--- config.mk ---
export PLATFORM = sky130hd
export DESIGN_NAME = line_dispatch_flat
export DESIGN_NICKNAME = d
export VERILOG_FILES = /design/src/rtl/line_dispatch_if.sv /design/src/rtl/line_dispatch.sv /design/src/flat_wrapper.sv
export SDC_FILE = /design/constraint.sdc
export NUM_CORES = 1
export LEC_CHECK = 0
export CAP_MARGIN = 15
export CORE_UTILIZATION = 45
export CTS_BUF_LIST = sky130_fd_sc_hd__clkbuf_4
export DETAILED_ROUTE_END_ITERATION = 8
export PLACE_DENSITY = 0.7
export REMOVE_ABC_BUFFERS = 1
export SLEW_MARGIN = 20
export SYNTH_ARGS = -nofsm -noshare
export SYNTH_HDL_FRONTEND = slang
export SYNTH_SLANG_ARGS = --single-unit
export TNS_END_PERCENT = 100
--- constraint.sdc ---
create_clock -name clk -period 3.3 [get_ports clk]
set_input_delay 0.495 -clock clk [delete_from_list [all_inputs] [get_ports clk]]
set_output_delay 0.495 -clock clk [all_outputs]
set_load 0.02 [all_outputs]
--- src/rtl/line_dispatch_if.sv ---
// Command handshake between the primitive decoder (master) and the line
// dispatcher (slave). cmd_data packs {x0[9:0], y0[8:0], x1[9:0], y1[8:0]}.
interface line_dispatch_if;
  logic        cmd_valid;
  logic [37:0] cmd_data;
  logic        cmd_ready;

  modport master (output cmd_valid, output cmd_data, input cmd_ready);
  modport slave  (input cmd_valid, input cmd_data, output cmd_ready);
endinterface

--- src/rtl/line_dispatch.sv ---
// Line-engine command scheduler: buffers line commands in a small FIFO, issues
// them one at a time, pauses the engine on framebuffer contention, aborts overlong lines.
module line_dispatch #(
  parameter int FIFO_DEPTH = 4,
  parameter int TIMEOUT    = 1048576
) (
  input  logic                          clk,
  input  logic                          n_rst,
  line_dispatch_if.slave                cmd,
  input  logic                          flush,
  input  logic                          fb_busy,
  output logic [37:0]                   eng_positions,
  output logic                          eng_start,
  output logic                          eng_stop,
  output logic                          eng_clr_n,
  input  logic                          eng_done,
  output logic                          busy,
  output logic [$clog2(FIFO_DEPTH):0]   fifo_count,
  output logic [15:0]                   lines_done,
  output logic                          err,
  input  logic                          err_clr
);

  localparam int DATA_W = 38;
  localparam int PTR_W  = $clog2(FIFO_DEPTH);
  localparam int CNT_W  = PTR_W + 1;
  localparam int WD_W   = $clog2(TIMEOUT) + 1;
  localparam logic [WD_W-1:0]  WD_LAST  = WD_W'(TIMEOUT - 1);
  localparam logic [CNT_W-1:0] CNT_FULL = CNT_W'(FIFO_DEPTH);

  typedef enum logic [1:0] {IDLE, START, RUN, ABORT} state_t;

  state_t             state_q, state_d;
  logic [DATA_W-1:0]  mem_q [FIFO_DEPTH];
  logic [PTR_W-1:0]   wr_ptr_q, wr_ptr_d;
  logic [PTR_W-1:0]   rd_ptr_q, rd_ptr_d;
  logic [CNT_W-1:0]   count_q, count_d;
  logic [DATA_W-1:0]  eng_positions_q, eng_positions_d;
  logic [WD_W-1:0]    wd_q, wd_d;
  logic [15:0]        lines_done_q, lines_done_d;
  logic               err_q, err_d;
  logic               settle_q, settle_d;
  logic               push, pop;

  assign cmd.cmd_ready  = (count_q < CNT_FULL) & ~flush;
  assign push           = cmd.cmd_valid & cmd.cmd_ready;
  assign busy           = (state_q != IDLE) | (count_q != '0);
  assign fifo_count     = count_q;
  assign lines_done     = lines_done_q;
  assign err            = err_q;
  assign eng_positions  = eng_positions_q;

  always_comb begin
    state_d         = state_q;
    eng_positions_d = eng_positions_q;
    wd_d            = wd_q;
    lines_done_d    = lines_done_q;
    err_d           = err_q;
    settle_d        = 1'b0;
    pop             = 1'b0;
    eng_start       = 1'b0;
    eng_stop        = 1'b0;
    eng_clr_n       = 1'b1;

    if (err_clr) err_d = 1'b0;

    case (state_q)
      // settle_q holds off dispatch for one cycle after a line ends so the
      // engine always sees a two-cycle gap before its next start pulse.
      IDLE: begin
        if ((count_q != '0) && !flush && !settle_q) begin
          eng_positions_d = mem_q[rd_ptr_q];
          pop             = 1'b1;
          state_d         = START;
        end
      end
      START: begin
        eng_start = 1'b1;
        wd_d      = '0;
        state_d   = RUN;
      end
      RUN: begin
        eng_stop = fb_busy;
        if (eng_done) begin
          lines_done_d = lines_done_q + 16'd1;
          settle_d     = 1'b1;
          state_d      = IDLE;
        end else if (!fb_busy) begin
          if (wd_q == WD_LAST) state_d = ABORT;
          else                 wd_d    = wd_q + 1'b1;
        end
      end
      ABORT: begin
        eng_clr_n = 1'b0;
        err_d     = 1'b1;
        settle_d  = 1'b1;
        state_d   = IDLE;
      end
      default: state_d = IDLE;
    endcase
  end

  always_comb begin
    wr_ptr_d = wr_ptr_q;
    rd_ptr_d = rd_ptr_q;
    count_d  = count_q;
    if (flush) begin
      wr_ptr_d = '0;
      rd_ptr_d = '0;
      count_d  = '0;
    end else begin
      if (push) wr_ptr_d = wr_ptr_q + 1'b1;
      if (pop)  rd_ptr_d = rd_ptr_q + 1'b1;
      count_d = count_q + CNT_W'(push) - CNT_W'(pop);
    end
  end

  always_ff @(posedge clk) begin
    if (push) mem_q[wr_ptr_q] <= cmd.cmd_data;
  end

  always_ff @(posedge clk) begin
    if (!n_rst) begin
      state_q         <= IDLE;
      wr_ptr_q        <= '0;
      rd_ptr_q        <= '0;
      count_q         <= '0;
      eng_positions_q <= '0;
      wd_q            <= '0;
      lines_done_q    <= '0;
      err_q           <= 1'b0;
      settle_q        <= 1'b0;
    end else begin
      state_q         <= state_d;
      wr_ptr_q        <= wr_ptr_d;
      rd_ptr_q        <= rd_ptr_d;
      count_q         <= count_d;
      eng_positions_q <= eng_positions_d;
      wd_q            <= wd_d;
      lines_done_q    <= lines_done_d;
      err_q           <= err_d;
      settle_q        <= settle_d;
    end
  end

endmodule
--- src/flat_wrapper.sv ---
// flat-port wrapper written by rule: the top's interface ports become plain ports
module line_dispatch_flat 
#(
  parameter int FIFO_DEPTH = 4,
  parameter int TIMEOUT    = 1048576
)
  (clk, n_rst, flush, fb_busy, eng_positions, eng_start, eng_stop, eng_clr_n, eng_done, busy, fifo_count, lines_done, err, err_clr, cmd_cmd_valid, cmd_cmd_data, cmd_cmd_ready);
  line_dispatch_if cmd_i ();
  input  logic clk;
  input  logic n_rst;
  input  logic flush;
  input  logic fb_busy;
  output logic [37:0] eng_positions;
  output logic eng_start;
  output logic eng_stop;
  output logic eng_clr_n;
  input  logic eng_done;
  output logic busy;
  output logic [$clog2(FIFO_DEPTH):0] fifo_count;
  output logic [15:0] lines_done;
  output logic err;
  input  logic err_clr;
  input wire logic [$bits(cmd_i.cmd_valid)-1:0] cmd_cmd_valid;
  input wire logic [$bits(cmd_i.cmd_data)-1:0] cmd_cmd_data;
  output wire logic [$bits(cmd_i.cmd_ready)-1:0] cmd_cmd_ready;
  assign cmd_i.cmd_valid = cmd_cmd_valid;
  assign cmd_i.cmd_data = cmd_cmd_data;
  assign cmd_cmd_ready = cmd_i.cmd_ready;
  line_dispatch #(.FIFO_DEPTH(FIFO_DEPTH), .TIMEOUT(TIMEOUT)) u_core (.clk(clk), .n_rst(n_rst), .cmd(cmd_i), .flush(flush), .fb_busy(fb_busy), .eng_positions(eng_positions), .eng_start(eng_start), .eng_stop(eng_stop), .eng_clr_n(eng_clr_n), .eng_done(eng_done), .busy(busy), .fifo_count(fifo_count), .lines_done(lines_done), .err(err), .err_clr(err_clr));
endmodule
==> results by group <==
Synthesis
  – Mapped Area: 0.00925 mm²
  – Largest area contributor in the netlist: edfxtp_1
  – Yosys Warn Count: 0
  – Syn avg cell area: 14.2 µm²
  – Synth Area in XOR/XNOR: 1.80%
  – Post-synth cell types: 56
  – Ys async rst share: 0%
  – Adder-Cell Fraction of Synth Area: 1.30%
  – #FFs+latches synth: 238
  – Synth top area share: 49.4%
  – EDFF count, synth: 152
  – Sequential share of the synthesized area: 68.0%
  – Post-synthesis mux area share: 9.36%
  – Cells after Synth: 653
  – Top FF cell, synth: edfxtp_1
  – Cells taking the most area after synthesis: edfxtp_1 (49%), dfxtp_1 (19%), mux4_2 (9.3%), nand2_1 (4.0%), a21oi_1 (2.9%)
  – Post-Synth Simple-Gate Area: 10.9%
  – Main combinational cell family by area after synthesis: simple AND/OR/NAND/NOR gates
  – Synth Area in Compound Gates: 6.45%

Placed design
  – Placer Congestion: 0.837
  – Final HPWL from detailed placement: 12100 µm
  – Port Buffers: 107

STA
  – Setup Total Neg Slack: 0 ns
  – Skew final: 0.0256 ns
  – Final setup viols: 0
  – Worst Max-Slew Pin Slew: 1.07 ns
  – Slew Limit Fails: 0
  – Final Hold Viols: 0
  – Final worst path period need: 3.07 ns
  – Fin crit share: 93.0%
  – Slew margin rel.: 28.6%
  – Maximum clock rate: 0.326 GHz
  – Hold WS: 0.436 ns
  – RSZ-0062 raised after global routing: false

Pwr
  – Clk network pwr share: 39.2%
  – Register share of total power: 53.8%
  – Maximum VDD drop: 299 µV
  – Comb pwr share: 7.0%
  – Internal power: 4690 µW
  – Switching Fraction: 22.8%
  – Sw power: 1390 µW
  – Leak: 0.00371 µW
  – Power Density: 533 mW/mm²

Setup path
  – Highest fanout seen on the critical path: 20
  – Crit Path Category: reg -> out
  – Crit path DAT: 2.57 ns
  – Reg2Reg Depth: 12
  – CP required: 2.80 ns
  – Worst Setup End Kind: output port
  – Critical Path Start Type: flip-flop

Floorplan
  – Core Region: 0.0202 mm²
  – Die W: 145 µm
  – Row count: 52
  – Count of boundary I/O pins: 108
  – Die area: 0.0211 mm²
  – Die boundary height: 145 µm
  – Starting density of the core: 45.8%

CTS
  – Clock Latency Late Sink: 0.66 ns
  – Sink Count: 238
  – H-Tree Depth: 2
  – Post-CTS Setup Bufs: 0
  – Clock transition at path regs: 0.06 ns
  – CTS tree: yes
  – Hold-fix buffers, CTS: 0
  – CTS max path bufs: 3
  – Post-CTS sizing: 0
  – CTS Buf Count: 57
  – Root Driver: clkbuf_4

Route
  – M1 wire length: 7810 µm
  – DRT Wirelength: 19200 µm
  – Drc violations: 0
  – Top sig layer: met5
  – Final ANT Viol Nets: 0
  – Wire length on met3: 1420 µm
  – Vias: 5898
  – Met2 wire length: 9670 µm
  – Initial DRC Count: 232
  – Via/cell ratio: 5.29
  – WL/cell: 17.2 µm
  – First drt pass iteration count: 5

Layout
  – Final core occ: 56.6%
  – Nets: 849
  – Layout cell share with drive strength beyond 1: 19.4%
  – Syn-to-layout area delta: 23.5%
  – ANT cells: 0

Global route
  – Initial antenna violation count: 2
  – Total grt overflow: 0
  – Total GRT Usage: 18.8%
  – First-pass GRT wire length: 31200 µm
  – Pin count of the biggest net entering global routing: 41
  – Vias in the first global route: 6155

Worst hold path
  – Hold path cells: 2
  – Hold Path Class: reg -> reg

Run status
  – Status: completed

Flow run
  – Max_cap viols: 0
[power by group through the flow]
| stage | Clock, µW | Sequential (µW) | Combinational (µW) |
|---|---|---|---|
| after floorplan | 0 | 3370 | 169 |
| after global placement | 0 | 3330 | 419 |
| after detailed placement | 0 | 3340 | 429 |
| after CTS | 2460 | 3270 | 431 |
| after global routing | 2620 | 3280 | 461 |
| final | 2380 | 3270 | 425 |
[placed cells by master (no fill, tap or decap), drive strengths merged, types with 9 or more instances in the layout]
cell / n
clkbuf: 92
inv: 15
edfxtp: 152
nand3: 22
mux4: 38
dfxtp: 86
a21oi: 55
nor3: 11
clkdlybuf4s50: 107
clkinv: 14
xnor2: 12
nor2: 34
buf: 9
nand2: 98
and3: 10
[cell usage after synthesis (8+ instances only)]
cell        n
a21oi_1    54
and3_1     10
buf_2       9
clkbuf_1   17
dfxtp_1    86
edfxtp_1  152
ha_1        8
inv_1      14
mux4_2     38
nand2_1    98
nand3_1    21
nor2_1     34
nor3_1     10
xnor2_1    12
[routing by layer]
layer,vias to the layer above,GRT usage (%)
met1,2891,22.8
met4,2,6.58
met2,196,32.3
li1,2777,-
met3,32,5.11
met5,-,0
[final timing paths]
kind                             start              endpoint  slack, ns
setup / recovery     u_core.state_q[0]             eng_start       0.23
setup reg to reg  u_core.fifo_count[2]  u_core.fifo_count[2]       0.96
hold reg to reg        u_core.wd_q[20]       u_core.wd_q[20]       0.44
hold / removal         u_core.wd_q[20]       u_core.wd_q[20]       0.44
[flip-flops by register name, summed over array words and instances, names as in the netlist]
register              flops
u_core.eng_positions     38
u_core.mem_q            152
u_core.state_q            2
u_core.wd_q              21
u_core.lines_done        16
u_core.err                1
u_core.wr_ptr_q           2
u_core.fifo_count         3
u_core.rd_ptr_q           2
u_core.settle_q           1
[logic make-up (layout without fill, tap and decap cells)]
family,count (synthesis),after routing
xor+xnor,19,19
mux,39,39
simple gates,210,210
flops,238,238
buf+inv,47,238
fa+ha+maj,9,9
compound gates,91,91
[area by class of cell]
| class | instances | area, µm² |
|---|---|---|
| Inverter | 14 | 52.6 |
| Fill cell | 1653 | 8750 |
| Tap cell | 270 | 338 |
| Clock buffer | 92 | 691 |
| Sequential cell | 238 | 6290 |
| Multi-Input combinational cell | 368 | 2770 |
| Timing Repair Buffer | 116 | 1200 |
| Clock inverter | 16 | 71.3 |
[through the flow]
step	power (µW)	instance area, µm²	std cells	setup WS (ns)
finish	6080	11400	1114	0.232
floorplan	3540	9100	620	-0.218
detailed placement	3770	10700	1006	0.586
global route	6360	11400	1114	0.0893
CTS	6160	11400	1114	0.0380
global placement	3750	10700	1006	0.626
[worst max-delay path, stage by stage, from the launching register on]
cell             delay (ns)
dfxtp_1                0.49
or2b_2                 0.49
inv_1                  0.28
clkdlybuf4s50_1        0.66
Note: power is estimated with default switching activity, not from simulation.
